<file path="src/rtl/cache_pkg.sv">
// Shared types for the posted-write buffer between the core and cache_controller.
// Used by cache_wbuf (forwarding option: CACHE_WBUF_FWD_EN).
package cache_pkg;
  localparam int CACHE_ADDR_W = 21;
  localparam int CACHE_DATA_W = 32;

  typedef logic [CACHE_ADDR_W-1:0] addr_t;
  typedef logic [CACHE_DATA_W-1:0] data_t;

  typedef struct packed {
    addr_t addr;
    data_t data;
  } wbuf_entry_t;

  typedef enum logic [2:0] {
    IDLE,
    WR_ISSUE,
    WR_WAIT,
    RD_ISSUE,
    RD_WAIT
  } wbuf_state_e;
endpackage

</file>
<file path="src/rtl/cache_wbuf_fifo.sv">
// Write-buffer storage: circular FIFO with wrap-bit pointers and a youngest-match
// address lookup (enabled by LOOKUP_EN, which the top sets from CACHE_WBUF_FWD_EN).
module wbuf_fifo
  import cache_pkg::*;
#(
  parameter int DEPTH     = 4,
  parameter bit LOOKUP_EN = 1'b0
) (
  input  logic        clk,
  input  logic        reset,
  input  logic        push,
  input  wbuf_entry_t push_entry,
  input  logic        pop,
  output wbuf_entry_t head,
  output logic        full,
  output logic        empty,
  input  addr_t       lk_addr,
  output logic        lk_hit,
  output data_t       lk_data
);
  localparam int IDX_W = $clog2(DEPTH);

  logic [IDX_W:0]   wr_ptr, rd_ptr, count;
  logic [IDX_W-1:0] idx;
  wbuf_entry_t      mem [DEPTH];

  assign count = wr_ptr - rd_ptr;
  assign empty = (wr_ptr == rd_ptr);
  assign full  = (wr_ptr[IDX_W] != rd_ptr[IDX_W]) &&
                 (wr_ptr[IDX_W-1:0] == rd_ptr[IDX_W-1:0]);
  assign head  = mem[rd_ptr[IDX_W-1:0]];

  always_ff @(posedge clk) begin
    if (reset) begin
      wr_ptr <= '0;
      rd_ptr <= '0;
    end else begin
      if (push && !full) begin
        mem[wr_ptr[IDX_W-1:0]] <= push_entry;
        wr_ptr                 <= wr_ptr + 1'b1;
      end
      if (pop && !empty) rd_ptr <= rd_ptr + 1'b1;
    end
  end

  // Scan oldest to youngest so the last match (youngest store) wins.
  always_comb begin
    lk_hit  = 1'b0;
    lk_data = '0;
    idx     = '0;
    for (int i = 0; i < DEPTH; i++) begin
      idx = rd_ptr[IDX_W-1:0] + IDX_W'(i);
      if (LOOKUP_EN && (i < int'(count)) && (mem[idx].addr == lk_addr)) begin
        lk_hit  = 1'b1;
        lk_data = mem[idx].data;
      end
    end
  end
endmodule

</file>
<file path="src/rtl/cache_wbuf.sv">
// Posted-write buffer: acks core stores at once, drains them in order, and
// serialises reads behind them. Define CACHE_WBUF_FWD_EN to forward reads from buffered writes.
//   state    | meaning
//   IDLE     | nothing outstanding downstream
//   WR_ISSUE | presenting FIFO head as a downstream write
//   WR_WAIT  | waiting for the write response
//   RD_ISSUE | presenting the held read address downstream
//   RD_WAIT  | waiting for read data to return to the core
module cache_wbuf
  import cache_pkg::*;
#(
  parameter int DEPTH  = 4,
  parameter int ADDR_W = CACHE_ADDR_W,
  parameter int DATA_W = CACHE_DATA_W
) (
  input  logic              clk,
  input  logic              reset,
  input  logic [ADDR_W-1:0] up_req_addr,
  input  logic [DATA_W-1:0] up_req_data,
  input  logic              up_req_wr,
  input  logic              up_req_valid,
  output logic              up_req_ready,
  output logic [DATA_W-1:0] up_rsp_data,
  output logic              up_rsp_valid,
  output logic [ADDR_W-1:0] dn_req_addr,
  output logic [DATA_W-1:0] dn_req_data,
  output logic              dn_req_wr,
  output logic              dn_req_valid,
  input  logic              dn_req_ready,
  input  logic [DATA_W-1:0] dn_rsp_data,
  input  logic              dn_rsp_valid
);
`ifdef CACHE_WBUF_FWD_EN
  localparam bit FWD_EN = 1'b1;
`else
  localparam bit FWD_EN = 1'b0;
`endif

  wbuf_state_e       state, state_nxt;
  logic              rd_pending;
  logic [ADDR_W-1:0] rd_addr;
  wbuf_entry_t       push_entry, head;
  logic              full, empty, lk_hit;
  data_t             lk_data;
  logic              wr_accept, rd_accept, fwd_hit, rd_miss, rd_done, pop;

  assign up_req_ready = !reset && !rd_pending && (up_req_wr ? !full : 1'b1);
  assign wr_accept    = up_req_valid && up_req_ready && up_req_wr;
  assign rd_accept    = up_req_valid && up_req_ready && !up_req_wr;
  assign fwd_hit      = rd_accept && lk_hit;
  assign rd_miss      = rd_accept && !lk_hit;
  assign rd_done      = (state == RD_WAIT) && dn_rsp_valid;
  assign pop          = (state == WR_ISSUE) && dn_req_ready;
  assign push_entry   = '{addr: up_req_addr, data: up_req_data};

  wbuf_fifo #(.DEPTH(DEPTH), .LOOKUP_EN(FWD_EN)) u_fifo (
    .clk        (clk),
    .reset      (reset),
    .push       (wr_accept),
    .push_entry (push_entry),
    .pop        (pop),
    .head       (head),
    .full       (full),
    .empty      (empty),
    .lk_addr    (up_req_addr),
    .lk_hit     (lk_hit),
    .lk_data    (lk_data)
  );

  always_ff @(posedge clk) begin
    if (reset) begin
      state        <= IDLE;
      rd_pending   <= 1'b0;
      rd_addr      <= '0;
      up_rsp_valid <= 1'b0;
      up_rsp_data  <= '0;
    end else begin
      state        <= state_nxt;
      up_rsp_valid <= wr_accept || fwd_hit || rd_done;
      up_rsp_data  <= fwd_hit ? lk_data : (rd_done ? dn_rsp_data : '0);
      if (rd_miss) begin
        rd_pending <= 1'b1;
        rd_addr    <= up_req_addr;
      end else if (rd_done) begin
        rd_pending <= 1'b0;
      end
    end
  end

  // A read accepted this cycle goes straight to RD_ISSUE when no writes are buffered.
  always_comb begin
    state_nxt = state;
    case (state)
      IDLE: begin
        if (!empty)                      state_nxt = WR_ISSUE;
        else if (rd_pending || rd_miss)  state_nxt = RD_ISSUE;
      end
      WR_ISSUE: if (dn_req_ready) state_nxt = WR_WAIT;
      WR_WAIT:  if (dn_rsp_valid) state_nxt = IDLE;
      RD_ISSUE: if (dn_req_ready) state_nxt = RD_WAIT;
      RD_WAIT:  if (dn_rsp_valid) state_nxt = IDLE;
      default:                    state_nxt = IDLE;
    endcase
  end

  always_comb begin
    dn_req_valid = 1'b0;
    dn_req_wr    = 1'b0;
    dn_req_addr  = '0;
    dn_req_data  = '0;
    if (state == WR_ISSUE) begin
      dn_req_valid = 1'b1;
      dn_req_wr    = 1'b1;
      dn_req_addr  = head.addr;
      dn_req_data  = head.data;
    end else if (state == RD_ISSUE) begin
      dn_req_valid = 1'b1;
      dn_req_addr  = rd_addr;
    end
  end
endmodule

</file>
<file path="config.mk">
export PLATFORM = sky130hd
export DESIGN_NAME = cache_wbuf
export DESIGN_NICKNAME = d
export VERILOG_FILES = /design/src/rtl/cache_pkg.sv /design/src/rtl/cache_wbuf_fifo.sv /design/src/rtl/cache_wbuf.sv
export SDC_FILE = /design/constraint.sdc
export NUM_CORES = 1
export LEC_CHECK = 0
export BUFFER_PORTS_ARGS = -buffer_cell sky130_fd_sc_hd__clkbuf_2
export CORE_MARGIN = 5
export CORE_UTILIZATION = 26
export DETAILED_ROUTE_END_ITERATION = 12
export PLACE_DENSITY = 0.51
export RECOVER_POWER = 25
export SLEW_MARGIN = 10
export SYNTH_ARGS = -nofsm -noshare
export SYNTH_HDL_FRONTEND = slang
export SYNTH_SLANG_ARGS = --single-unit
</file>
<file path="constraint.sdc">
create_clock -name clk -period 8.41 [get_ports clk]
set_clock_uncertainty 0.15 [all_clocks]
set_input_delay 0.841 -clock clk [delete_from_list [all_inputs] [get_ports clk]]
set_output_delay 0.841 -clock clk [all_outputs]
set_load 0.005 [all_outputs]
</file>
---- Word-level counts from Yosys, hierarchy flattened ----
Memory sizes are Yosys's and may differ from the RTL's. A register that Yosys moved wholly into a read port is not among the register bits.
Index checks and enable logic that the tools add are counted.
word-level totals
  memories ................................ 1
  register bits after elaboration ......... 64
  word-level logic and storage cells ...... 64
  RAM bits ................................ 212
  bits of input ports ..................... 91
  output and inout bits ................... 89
cells by class
  equal/unequal tests ..................... 11
  add/subtract/negate cells ............... 2
  bitwise gates (word level) .............. 1
  mux-type cells .......................... 20
  reductions and logical operators ........ 22
memories
  memory      depth  width  rd ports  clocked after memory_dff  write ports  RTL line               source
  u_fifo.mem  4      53     1         1                         1            cache_wbuf_fifo.sv:25  wbuf_entry_t mem [DEPTH];
operators by type and width
  operator             count
  $mux 21              2
  $mux 32              1
  $mux 3               5
  $pmux 3 s4           1
  $logic_and 1x1->1    10
  $mux 1               9
  $add 3x1->3 const B  2
  $eq 3x2->1 const B   2
  $logic_not 1->1      5
  $mux 2               2
  $ne 2x2->1 const B   2
  $reduce_and 4->1     1
  $reduce_or 2->1      2
  $eq 3x1->1 const B   1
  $eq 3x3->1           1
  $eq 3x3->1 const B   1
  $logic_not 3->1      1
  $ne 3x3->1 const B   1
  $eq 2x2->1           1
  $logic_or 1x1->1     2
  $ne 2x1->1 const B   1
  $reduce_bool 2->1    1
  $ne 1x1->1           1
  $not 1->1            1

---- Logic depth before layout (Yosys ltp) ----
  depth after elaboration ................. 11
  gate-level depth with buffers ........... 6
  gate-level depth less buffers ........... 5

---- By module ----
Synthesis repeated with hierarchy kept, for this count alone.
unflattened totals
  cells, all modules ...................... 736
  area total of the unflattened synthesis .. 11,208.2 sq um
by module, submodules not included
  module      area an instance (sq um)  instances  sequential area each (sq um)  cells each
  wbuf_fifo   8,471.9                   1          6,526.3                       381
  cache_wbuf  2,736.4                   1          1,161.1                       355

---- Worst setup path before layout ----
OpenSTA, ideal clock, no wires.
  path type ............................... input to register
  start ................................... in reset
  end ..................................... mem u_fifo.mem[0][0] (netlist bit), enable pin
  library setup time ...................... 0.416 ns
  stages .................................. 3
  path buffers ............................ 0
  setup slack ............................. 5.204 ns
  data arrival time ....................... 2.640 ns
  data required time ...................... 7.844 ns
  cells stage by stage .................... nand4bb_1 a31oi_4 and2_1
on the way
  cells in the longest elaborated chain, start to end .. 9
ends and longest elaborated chain
  element                           RTL line               source
  start: declaration                cache_wbuf.sv:17       input logic reset,
  $logic_not 1->1                   cache_wbuf.sv:47       assign up_req_ready = !reset && !rd_pending && (up_req_wr ? !full : 1'b1);
  $logic_and 1x1->1 (2 in a row)    cache_wbuf.sv:47
  $logic_and 1x1->1 (2 in a row)    cache_wbuf.sv:48       assign wr_accept = up_req_valid && up_req_ready && up_req_wr;
  $logic_and 1x1->1                 cache_wbuf_fifo.sv:38  if (push && !full) begin
  $mux 1                            cache_wbuf_fifo.sv:38
  $mux 1 (*)                        cache_wbuf_fifo.sv:34  if (reset) begin
  $mux 1 (implied by the code) (*)  cache_wbuf_fifo.sv:39  mem[wr_ptr[IDX_W-1:0]] <= push_entry;
  end: declaration                  cache_wbuf_fifo.sv:25
Every way passes the cells marked *; elsewhere a longest branch is shown, timed or not.

==> results.json <==
{
  "layout.cells.most_common_list": "sky130_fd_sc_hd__edfxtp_1 (212), sky130_fd_sc_hd__clkbuf_2 (140), sky130_fd_sc_hd__and2_1 (64)",
  "fin_tns_setup_ns": 0,
  "routed_length_on_met3_mm": 1.70,
  "clock_insertion_delay_worst_skew_ns": 0.56,
  "h_tree_depth_reported_by_cts": 1,
  "postSynth.asyncResetShare_pct": 0,
  "drt_drc_violations_left": 0,
  "grt_setup_unrepaired": "no",
  "detailedPlacementHpwl_mm": 15.6,
  "maxCapViolCount": 0,
  "final_net_count": 880,
  "vias": 5671,
  "antenna_violating_nets_post_route": 0,
  "synth_cell_type_count": 35,
  "routed_vias_inst": 4.23,
  "drt_pre_antenna_iters": 4,
  "synth.ff_latch_count": 278,
  "power_frac_comb_pct": 6.1,
  "gr-usage-all-layers_pct": 10.6,
  "starting_drc_count_in_detailed_routing": 218,
  "internal_power_mw": 2.26,
  "met2_wirelength_mm": 11.6,
  "cts_tree": "built",
  "mostFrequentLayoutCell": "sky130_fd_sc_hd__edfxtp_1",
  "post_synth_inst_count": 600,
  "cts-root-to-sink-buffers": 3,
  "post_synth_instance_area_um2": 10600,
  "totalWireLength_mm": 24.5,
  "topRoutingLayerUsed": "met5",
  "totalPowerFinal_mw": 2.89,
  "m1WireLength_mm": 10.8,
  "timing.final.hold_violations": 0,
  "slew_headroom_pct": 27.2,
  "dieHeight_um": 212,
  "post_synth_and_or_nand_nor_area_fraction_pct": 8.13,
  "setup_viol": 0,
  "antenna_violations_before_repair": 7,
  "period_minus_slack_ns": 3.72,
  "clk_root_buffer_cell": "sky130_fd_sc_hd__clkbuf_16",
  "boundaryPins": 180,
  "floorplan.core_area_um2": 40600,
  "netSwitchingPower_uw": 630,
  "cellPowerDensity_nw_per_um2": 224,
  "timing.reg2reg.worst_path_depth": 3,
  "layout-drive-gt1-share_pct": 28.3,
  "final_cells": 1342,
  "synth-compound-area-share_pct": 1.96,
  "post_cts_repair_resize_count": 0,
  "wl_per_cell_um": 18.2,
  "sequential_to_total_area_share_from_yosys_stat_pct": 72.6,
  "die_width_um": 212,
  "worst-setup-path-type": "reg -> out",
  "synth_xor_xnor_area_share_pct": 0.721,
  "p_sw_share_pct": 21.8,
  "worstHoldPathCells": 2,
  "final.period_utilization_pct": 44.2,
  "port-buffer-count": 179,
  "synth-warning-count": 0,
  "run_status": "complete, no violations",
  "p_leak_nw": 4.43,
  "pwr-share-seq_pct": 52.3,
  "rows": 74,
  "clock_power_share_pct": 41.6,
  "vias_in_the_first_global_route": 6041,
  "synth_top_family_by_area": "multiplexers",
  "crit_path_end_kind": "output pin",
  "area.growth.synth_to_final_pct": 21.8,
  "synth.area.mux_share_pct": 14.2,
  "syn-mean-instance-area_um2": 17.7,
  "die_area_um2": 44900,
  "cp_max_fo": 53,
  "place.gp.congestion": 0.671,
  "arithmetic_cell_share_of_the_synthesized_area_counting_full_adders_half_adders_and_majority_gates_pct": 0.591,
  "number_of_hold_buffers_added_after_cts": 0,
  "cts_sinks": 278,
  "grt_first_pass_wirelength_mm": 36.7,
  "clock_transition_at_the_registers_of_the_reported_paths_ns": 0.06,
  "worst_ir_drop_vdd_v": 0.000146,
  "worst_slew_pin_slew_ns": 1.09,
  "final_core_utilization_pct": 31.8,
  "max_clock_freq_ghz": 0.269,
  "dp.cells": 1284,
  "post_cts_buffers": 0,
  "dominantRegCellSynth": "sky130_fd_sc_hd__edfxtp_1",
  "report.final.slew_viol_count": 0,
  "congestion_overflow_gr": 0,
  "initial_core_util_pct": 26.1,
  "cts_buffers": 30,
  "grt_start_max_net_pins": 54,
  "synth-edff-count": 212,
  "setup.worst_path.start_class": "flop",
  "worst-endpoint-arrival_ns": 2.72,
  "worst_hold_path_type": "reg -> reg",
  "synth.net_count": 696,
  "critPathRequiredTime_ns": 7.42
}
critical path, stage by stage (launching register included):
cell and delay, ns:
sky130_fd_sc_hd__dfxtp_4 1.04, sky130_fd_sc_hd__mux4_1 0.73, sky130_fd_sc_hd__mux2i_1 0.15, sky130_fd_sc_hd__nor2_1 0.09
sky130_fd_sc_hd__clkbuf_2 0.13
layout make-up:
type	count	area, um^2
repair buffers	183	877
inverters	5	18.8
clock inverters	9	65.1
diodes	2	5.00
flip-flops and latches	278	7690
multi-input cells	286	2730
fillers	4045	27700
well taps	532	666
clock buffers	47	845
final timing paths:
kind	from	to	slack, ns
max	flop	dn_req_addr[17]	4.69
min	rd_addr[10]	rd_addr[10]	0.30
max reg2reg	u_fifo.wr_ptr[0]	u_fifo.mem[0][23]	6.01
min reg2reg	rd_addr[10]	rd_addr[10]	0.30
cells in the mapped netlist, drive strengths merged, types with 2 or more instances:
cell type | n | area (um^2)
a21oi | 28 | 140
a31oi | 2 | 27.5
and2 | 68 | 425
buf | 16 | 118
clkbuf | 15 | 60.1
dfxtp | 66 | 1320
edfxtp | 212 | 6370
ha | 5 | 62.6
inv | 5 | 18.8
mux2i | 22 | 220
mux4 | 53 | 1280
nand2 | 45 | 169
nand2b | 3 | 18.8
nand3 | 3 | 15.0
nand3b | 2 | 15.0
nand4bb | 2 | 22.5
nor2 | 32 | 120
nor3 | 4 | 25.0
o31ai | 2 | 15.0
xnor2 | 6 | 67.6
power by group through the flow:
| stage | logic (mW) | registers, mW | clock network [mW] |
|---|---|---|---|
| 2_1_floorplan | 0.100 | 1.53 | 0 |
| 3_3_place_gp | 0.183 | 1.54 | 0 |
| 3_5_place_dp | 0.185 | 1.54 | 0 |
| 4_1_cts | 0.185 | 1.51 | 1.24 |
| 5_1_grt | 0.198 | 1.51 | 1.31 |
| 6_report | 0.176 | 1.51 | 1.20 |
layer usage:
| layer | track usage [%] | up-vias |
|---|---|---|
| met3 | 3.63 | 40 |
| met2 | 17.4 | 141 |
| met1 | 13.9 | 2825 |
| li1 | - | 2655 |
| met4 | 1.98 | 10 |
| met5 | 0 | - |
sequential cells by signal, summed over array words and instances (netlist names), named ones only:
register       flops
u_fifo.wr_ptr      3
up_rsp_data       32
state              3
rd_pending         1
rd_addr           21
u_fifo.mem       212
up_rsp_valid       1
u_fifo.rd_ptr      3
logic make-up after synthesis:
logic type | after synthesis
buf+inv | 36
flops | 278
compound gates | 34
simple gates | 165
xor+xnor | 7
mux | 75
fa+ha+maj | 5
stage by stage:
stage | instance area (um^2) | hold WS [ns] | setup WS [ns]
finish | 12900 | 0.305 | 4.69
global route | 12900 | 0.295 | 4.46
CTS | 12900 | 0.292 | 4.58
detailed placement | 12000 | 0.297 | 4.86
global placement | 12000 | 0.292 | 4.91
floorplan | 10600 | 0.286 | 5.20
Note: power is estimated with default switching activity, not from simulation.
